### config.mk
export PLATFORM = sky130hd
export DESIGN_NAME = xcorr_window
export DESIGN_NICKNAME = d
export VERILOG_FILES = /design/src/rtl/xcorr_pkg.sv /design/src/rtl/xcorr_lag_acc.sv /design/src/rtl/xcorr_window_chk.sv /design/src/rtl/xcorr_window.sv
export SDC_FILE = /design/constraint.sdc
export NUM_CORES = 1
export LEC_CHECK = 0
export CELL_PAD_IN_SITES_DETAIL_PLACEMENT = 0
export CELL_PAD_IN_SITES_GLOBAL_PLACEMENT = 1
export CORE_ASPECT_RATIO = 1.1
export CORE_UTILIZATION = 48
export DETAILED_ROUTE_END_ITERATION = 8
export PLACE_DENSITY_LB_ADDON = 0.1
export SLEW_MARGIN = 20
export SYNTH_ARGS = -nofsm -noshare
export SYNTH_HDL_FRONTEND = slang
export SYNTH_SLANG_ARGS = --single-unit
export TNS_END_PERCENT = 10
### constraint.sdc
create_clock -name clk -period 5.4 [get_ports clk]
set_input_delay 1.62 -clock clk [delete_from_list [all_inputs] [get_ports clk]]
set_output_delay 1.62 -clock clk [all_outputs]
set_load 0.02 [all_outputs]
### src/rtl/xcorr_pkg.sv
// xcorr_pkg: shared types and helpers for the sliding-window cross-correlator.
//   fsm_e     : fill/run state of the window controller
//   slice_lsb : LSB position of one lag's score inside a packed score vector
package xcorr_pkg;

   typedef enum logic [0:0] {
      FILL = 1'b0,
      RUN  = 1'b1
   } fsm_e;

   // Lag k occupies bits [k*width +: width] of every packed score bus.
   function automatic int slice_lsb(input int lag, input int width);
      return lag * width;
   endfunction

endpackage

### src/rtl/xcorr_lag_acc.sv
// xcorr_lag_acc: running match count for one lag over the last WINDOW samples.
//   clk    in  rising-edge clock
//   reset  in  asynchronous active-low reset
//   clear  in  synchronous flush of history and score
//   en     in  accept one match bit this cycle
//   match  in  1 when the lagged x bit equals the y bit
//   score  out number of matches currently held in the window (0..WINDOW)
module xcorr_lag_acc
   import xcorr_pkg::*;
#(
   parameter  int WINDOW = 16,
   localparam int CNT_W  = $clog2(WINDOW + 1)
) (
   input  logic             clk,
   input  logic             reset,
   input  logic             clear,
   input  logic             en,
   input  logic             match,
   output logic [CNT_W-1:0] score
);

   logic [WINDOW-1:0] hist_r;

   // Match history shift register and running score; the bit leaving the
   // window is subtracted as the new one is added, so no full recount is needed.
   always_ff @(posedge clk or negedge reset) begin
      if (!reset) begin
         hist_r <= '0;
         score  <= '0;
      end else if (clear) begin
         hist_r <= '0;
         score  <= '0;
      end else if (en) begin
         hist_r <= {hist_r[WINDOW-2:0], match};
         score  <= score + CNT_W'(match) - CNT_W'(hist_r[WINDOW-1]);
      end else begin
         hist_r <= hist_r;
         score  <= score;
      end
   end

endmodule

### src/rtl/xcorr_window_chk.sv
// xcorr_window_chk: invariant checks on the internal lag scores.
//   clk    in  rising-edge clock
//   reset  in  asynchronous active-low reset (checks disabled while low)
//   scores in  packed lag scores, lag k at [k*CNT_W +: CNT_W]
module xcorr_window_chk
   import xcorr_pkg::*;
#(
   parameter int WINDOW   = 16,
   parameter int NUM_LAGS = 4,
   parameter int CNT_W    = 5
) (
   input logic                      clk,
   input logic                      reset,
   input logic [NUM_LAGS*CNT_W-1:0] scores
);

   logic bound_ok_s;

   // Every score must stay within 0..WINDOW.
   always_comb begin
      bound_ok_s = 1'b1;
      for (int k = 0; k < NUM_LAGS; k++) begin
         if (scores[slice_lsb(k, CNT_W) +: CNT_W] > CNT_W'(WINDOW)) begin
            bound_ok_s = 1'b0;
         end else begin
            bound_ok_s = bound_ok_s;
         end
      end
   end

   a_score_bound: assert property (@(posedge clk) disable iff (!reset) bound_ok_s);

endmodule

### src/rtl/xcorr_window.sv
// xcorr_window: multi-lag sliding-window cross-correlator for two 1-bit streams.
// Score for lag k counts XNOR(x[n-k], y[n]) over the last WINDOW accepted samples.
//   clk        in  rising-edge clock
//   reset      in  asynchronous active-low reset
//   clear_i    in  synchronous clear: flush history, restart fill (wins over valid_i)
//   valid_i    in  sample strobe
//   sig_x_i    in  reference stream bit
//   sig_y_i    in  received stream bit
//   corr_o     out packed lag scores, lag k at [k*CNT_W +: CNT_W]
//   peak_lag_o out lag of the highest score (lowest lag on ties)
//   peak_val_o out highest score
//   detect_o   out valid_o && peak_val_o >= THRESH
//   valid_o    out window full, outputs meaningful
// Pipeline: edge t captures the sample, t+1 updates scores, t+2 registers outputs.
module xcorr_window
   import xcorr_pkg::*;
#(
   parameter  int WINDOW   = 16,
   parameter  int NUM_LAGS = 4,
   parameter  int THRESH   = 12,
   localparam int CNT_W    = $clog2(WINDOW + 1),
   localparam int LAG_W    = (NUM_LAGS > 1) ? $clog2(NUM_LAGS) : 1
) (
   input  logic                      clk,
   input  logic                      reset,
   input  logic                      clear_i,
   input  logic                      valid_i,
   input  logic                      sig_x_i,
   input  logic                      sig_y_i,
   output logic [NUM_LAGS*CNT_W-1:0] corr_o,
   output logic [LAG_W-1:0]          peak_lag_o,
   output logic [CNT_W-1:0]          peak_val_o,
   output logic                      detect_o,
   output logic                      valid_o
);

   // The oldest lag needs NUM_LAGS-1 extra samples before its window holds real x data.
   localparam int               FILL_N   = WINDOW + NUM_LAGS - 1;
   localparam int               FILL_W   = $clog2(FILL_N + 1);
   localparam logic [CNT_W-1:0] THRESH_V = CNT_W'(THRESH);

   logic [NUM_LAGS-1:0]       xd_r;
   logic                      y_r;
   logic                      acc_en_r;
   logic [NUM_LAGS-1:0]       match_s;
   logic [NUM_LAGS*CNT_W-1:0] score_s;
   logic [CNT_W-1:0]          cand_s;
   logic [CNT_W-1:0]          peak_val_s;
   logic [LAG_W-1:0]          peak_lag_s;
   logic                      peak_hit_s;
   fsm_e                      state_r;
   fsm_e                      state_nx_s;
   logic [FILL_W-1:0]         fill_cnt_r;
   logic                      run_d_r;

   // Capture stage: x delay line (xd_r[k] = x[n-k]) and the y bit of the accepted sample.
   always_ff @(posedge clk or negedge reset) begin
      if (!reset) begin
         xd_r     <= '0;
         y_r      <= 1'b0;
         acc_en_r <= 1'b0;
      end else if (clear_i) begin
         xd_r     <= '0;
         y_r      <= 1'b0;
         acc_en_r <= 1'b0;
      end else if (valid_i) begin
         xd_r[0] <= sig_x_i;
         for (int j = 1; j < NUM_LAGS; j++) begin
            xd_r[j] <= xd_r[j-1];
         end
         y_r      <= sig_y_i;
         acc_en_r <= 1'b1;
      end else begin
         xd_r     <= xd_r;
         y_r      <= y_r;
         acc_en_r <= 1'b0;
      end
   end

   // Score stage: one running accumulator per lag.
   for (genvar k = 0; k < NUM_LAGS; k++) begin : g_lag
      assign match_s[k] = ~(xd_r[k] ^ y_r);

      xcorr_lag_acc #(
         .WINDOW (WINDOW)
      ) u_acc (
         .clk   (clk),
         .reset (reset),
         .clear (clear_i),
         .en    (acc_en_r),
         .match (match_s[k]),
         .score (score_s[slice_lsb(k, CNT_W) +: CNT_W])
      );
   end

   xcorr_window_chk #(
      .WINDOW   (WINDOW),
      .NUM_LAGS (NUM_LAGS),
      .CNT_W    (CNT_W)
   ) u_chk (
      .clk    (clk),
      .reset  (reset),
      .scores (score_s)
   );

   // Argmax scan: strict greater-than keeps the lowest lag on ties; all-zero gives lag 0.
   always_comb begin
      peak_val_s = score_s[CNT_W-1:0];
      peak_lag_s = '0;
      cand_s     = '0;
      for (int k = 1; k < NUM_LAGS; k++) begin
         cand_s = score_s[slice_lsb(k, CNT_W) +: CNT_W];
         if (cand_s > peak_val_s) begin
            peak_val_s = cand_s;
            peak_lag_s = LAG_W'(k);
         end else begin
            peak_val_s = peak_val_s;
            peak_lag_s = peak_lag_s;
         end
      end
      peak_hit_s = (peak_val_s >= THRESH_V);
   end

   // FSM state register.
   always_ff @(posedge clk or negedge reset) begin
      if (!reset) begin
         state_r <= FILL;
      end else begin
         state_r <= state_nx_s;
      end
   end

   // FSM next state: RUN once FILL_N samples have been accepted since the last clear.
   always_comb begin
      state_nx_s = state_r;
      case (state_r)
         FILL: begin
            if (clear_i) begin
               state_nx_s = FILL;
            end else if (valid_i && (fill_cnt_r == FILL_W'(FILL_N - 1))) begin
               state_nx_s = RUN;
            end else begin
               state_nx_s = FILL;
            end
         end
         RUN: begin
            if (clear_i) begin
               state_nx_s = FILL;
            end else begin
               state_nx_s = RUN;
            end
         end
         default: state_nx_s = FILL;
      endcase
   end

   // Fill counter: counts accepted samples while filling, freezes in RUN.
   always_ff @(posedge clk or negedge reset) begin
      if (!reset) begin
         fill_cnt_r <= '0;
      end else if (clear_i) begin
         fill_cnt_r <= '0;
      end else if ((state_r == FILL) && valid_i) begin
         fill_cnt_r <= fill_cnt_r + FILL_W'(1);
      end else begin
         fill_cnt_r <= fill_cnt_r;
      end
   end

   // Delays RUN by one edge so valid_o lines up with the score of the filling sample.
   always_ff @(posedge clk or negedge reset) begin
      if (!reset) begin
         run_d_r <= 1'b0;
      end else if (clear_i) begin
         run_d_r <= 1'b0;
      end else begin
         run_d_r <= (state_r == RUN);
      end
   end

   // Output stage: scores and peak follow the pipeline; valid/detect drop at once on clear.
   always_ff @(posedge clk or negedge reset) begin
      if (!reset) begin
         corr_o     <= '0;
         peak_lag_o <= '0;
         peak_val_o <= '0;
         valid_o    <= 1'b0;
         detect_o   <= 1'b0;
      end else begin
         corr_o     <= score_s;
         peak_lag_o <= peak_lag_s;
         peak_val_o <= peak_val_s;
         valid_o    <= run_d_r & ~clear_i;
         detect_o   <= run_d_r & ~clear_i & peak_hit_s;
      end
   end

endmodule

==> run metrics <==
number of violations reported at the end of detailed-routing iteration 0 162; area delta synth->final 17.5%; Initial Utilization 0.494; register area 3160 um2; aggregate global-route resource usage 0.182; root cell of the clock tree clkbuf_16; post-route core utilization 0.580; part of the power in the clock network 0.403; WL met1 4.96 mm; number of flops mapped to enable cells by yosys 0; Switch Pwr 0.728 mW; Post-Synthesis Mean Instance Area around 12 um2; number of max-slew violations in the final report 0; core box area ~12000 um2; share of the cycle needed by the critical path after routing 0.936; Max H-tree Level 4; synthesized netlist cell count 513; async set-or-reset flop fraction in the synthesized netlist 1.00; Final Wtd Congestion 0.807; count of vias placed by the detailed router 3619; number of cell instances on the worst register-to-register path 20; initial antenna violation count 0; Worst Setup SP g_lag[0].u_acc.score[1]; worst setup path endpoint detect_o; number of port buffers 34; number of buffers on the longest clock path 2; routed wl met2 about 4.7 mm; internal power summed over all cells 1.96 mW; hold violation total from the final report 0; uppermost routed layer met4; final setup fails 0; post-layout min period slightly above 5000 ps; via count of the first global-routing pass 3715; CTS Buf Count 17; NumNets Final approximately 600; result of the run completed; cell row count 42; met3 WL between 200 and 300 um; Seq pwr share 0.384; Setup WS pre-CTS 221 ps; data required time at the worst endpoint 5740 ps; Skew-Pair Late Insertion Delay 410 ps; proportion of power drawn by combinational gates 0.214; DRC viols 0; largest net degree at the start of global routing 66; number of max-cap violations 0; total inserted antenna cells 0; CTS tree yes; Netlist Area Pre-Place 5940 um2; fmax approximately 200 MHz; Reg clk slew, reported paths 50 ps; Reg-to-Reg Start g_lag[0].u_acc.score[1]; data arrival time at the worst-slack endpoint 5390 ps; setup slack of the most critical reg-to-reg path 350 ps; Worst Setup End Kind flop; largest fanout of any net on the critical path 11; post-synthesis net count 560; Warnings, synthesis 0; vertical die dimension about 120 um; Hold Path Class reg2reg; register area share after synthesis 0.531; detail-routed via count per cell 5.08; areal power density over the cells 385 nW/um2; buffers inserted by post-CTS timing repair 0; Critical Path Start Type flop; count of antenna-violating nets left after detailed routing 0; #FFs+latches synth between 100 and 150; total leakage power roughly 3.3 nW; Worst Skew 8.01 ps; r2r endpoint detect_o; flip-flop cell with the highest count after synthesis dfrtp_1; final-layout fill cell count 1032; category of the critical setup timing path reg2reg; Num Clock Sinks 126; switching share of total power 0.271; routed len/inst 14.2 um; multi-input combinational cell area 2560 um2; placed wire-length estimate 6.56 mm; die outline area 12800 um2; 1st-pass router iterations 6; GR Overflow Total 0; fraction of final layout cells with drive strength greater than 1 0.0930; Synth cell types 42; Max-Slew Margin vs Limit 0.368; start point of the worst min-delay path g_lag[0].u_acc.score[4]; Boundary Pins 35; total detailed-routing wirelength 10.1 mm; post-route setup slack 345 ps; pin slew with the least headroom to its limit 948 ps; die outline width 108 um; worst vdd ir 0.000240 V; wire length of the first global-routing pass 17.8 mm
cells by family after synthesis:
| kind of cell | Yosys count | synth area share |
|---|---|---|
| AND/OR/NAND/NOR | 129 | 0.0948 |
| XOR/XNOR | 24 | 0.0354 |
| buffers and inverters | 58 | 0.0400 |
| AO/OA/AOI/OAI | 46 | 0.0569 |
| flip-flops | 126 | 0.531 |
| adder cells (fa/ha/maj) | 41 | 0.0914 |
| multiplexers | 89 | 0.151 |
power groups by stage:
stage | sequential (mW) | clock, mW | combinational, mW
after floorplan | 1.07 | 0 | 0.391
after global placement | 1.05 | 0 | 0.549
after detailed placement | 1.05 | 0 | 0.558
after CTS | 1.03 | 1.11 | 0.562
after global routing | 1.04 | 1.15 | 0.640
final | 1.03 | 1.08 | 0.575
worst max-delay path: stages (launching register included):
cell and delay [ps]:
dfrtp_1 430, inv_1 120, ha_1 320, nand4_1 150, o221ai_2 270, nand2_1 190
o21ai_1 270, inv_1 80, ha_1 180, and3_1 180, a211oi_2 300, a21o_2 270
mux2_2 370, ha_1 300, nor2b_1 140, o21a_1 160, o21ai_0 330, a21oi_4 170
mux2i_1 170, a2111o_1 430, a21boi_2 150
Yosys cell counts, types with 2 or more instances:
cell | count | share of area
xnor2_1 | 15 | 0.022
buf_1 | 5 | 0.0032
fa_1 | 4 | 0.013
nand4_1 | 4 | 0.0042
nor2_1 | 92 | 0.058
nor3_1 | 3 | 0.0025
and3_4 | 2 | 0.0038
a21oi_1 | 14 | 0.012
mux2_2 | 4 | 0.0076
a211oi_1 | 7 | 0.0088
o21ai_0 | 4 | 0.0034
and2_1 | 2 | 0.0021
o21ai_1 | 2 | 0.0017
ha_1 | 37 | 0.078
a21o_1 | 8 | 0.010
dfrtp_1 | 126 | 0.53
clkbuf_1 | 15 | 0.0095
mux2i_1 | 85 | 0.14
nor2b_1 | 10 | 0.011
xor2_1 | 9 | 0.013
buf_2 | 2 | 0.0017
nand2_1 | 10 | 0.0063
inv_1 | 34 | 0.021
timing repair:
item,CTS,global route
endpoints found under the setup margin,0,1
hold buffers,0,0
resized for setup,0,2
through the flow:
stage	total power [mW]	instance area [um2]	hold WS [ps]	cells	setup TNS (ps)
after global placement	1.60	6390	396	681	0
after CTS	2.71	6970	433	713	0
after detailed placement	1.61	6390	410	681	0
after global routing	2.83	6980	453	713	-6.36
after floorplan	1.47	5940	373	513	0
final	2.69	6980	427	713	0
layout by cell type (no fill, tap or decap), types with 2 or more instances in the layout:
master	synthesis	routed
o21ai_1	2	2
dfrtp_1	126	125
clkbuf_1	15	4
ha_1	37	37
nor2_1	92	92
clkdlybuf4s50_1	0	32
nor2b_1	10	10
o21ai_0	4	4
nor3_1	3	3
buf_4	0	6
a211oi_1	7	7
clkbuf_16	0	17
inv_1	34	34
a21o_1	8	8
clkbuf_8	1	6
and3_4	2	2
xnor2_1	15	15
a21oi_1	14	13
fa_1	4	4
mux2_2	4	4
nand2_1	10	10
nand4_1	4	4
xor2_1	9	9
clkinv_2	0	3
and2_1	2	2
mux2i_1	85	85
layout make-up:
type                    instances  share of cell area
clock buffers                  27              0.0749
clock inverters                 5             0.00753
inverters                      34              0.0183
multi-input cells             329               0.367
flip-flops and latches        126               0.452
well taps                     154              0.0276
repair buffers                 38              0.0523
metal layers:
layer | vias to the layer above | global-route usage
met2 | 48 | 0.275
met1 | 1760 | 0.244
met4 | 0 | 0.0848
li1 | 1794 | -
met3 | 17 | 0.0469
met5 | - | 0
registers in the layout (all words and copies together), names as in the netlist:
name and count:
acc_en_r 1, corr_o 20, detect_o 1, fill_cnt_r 5, g_lag.u_acc.hist_r 64, g_lag.u_acc.score 20, peak_lag_o 2, peak_val_o 5
run_d_r 1, state_r 1, valid_o 1, xd_r 4, y_r 1
worst min-delay path by stage:
stage / end / slack, ps / cells after the start
after global placement: corr_o[4] / 400 / 0
after detailed placement: corr_o[4] / 410 / 0
after CTS: corr_o[4] / 430 / 0
final: corr_o[4] / 430 / 0
after global routing: corr_o[4] / 450 / 0
after floorplan: corr_o[4] / 370 / 0
Power figures use the tool's default switching activity.
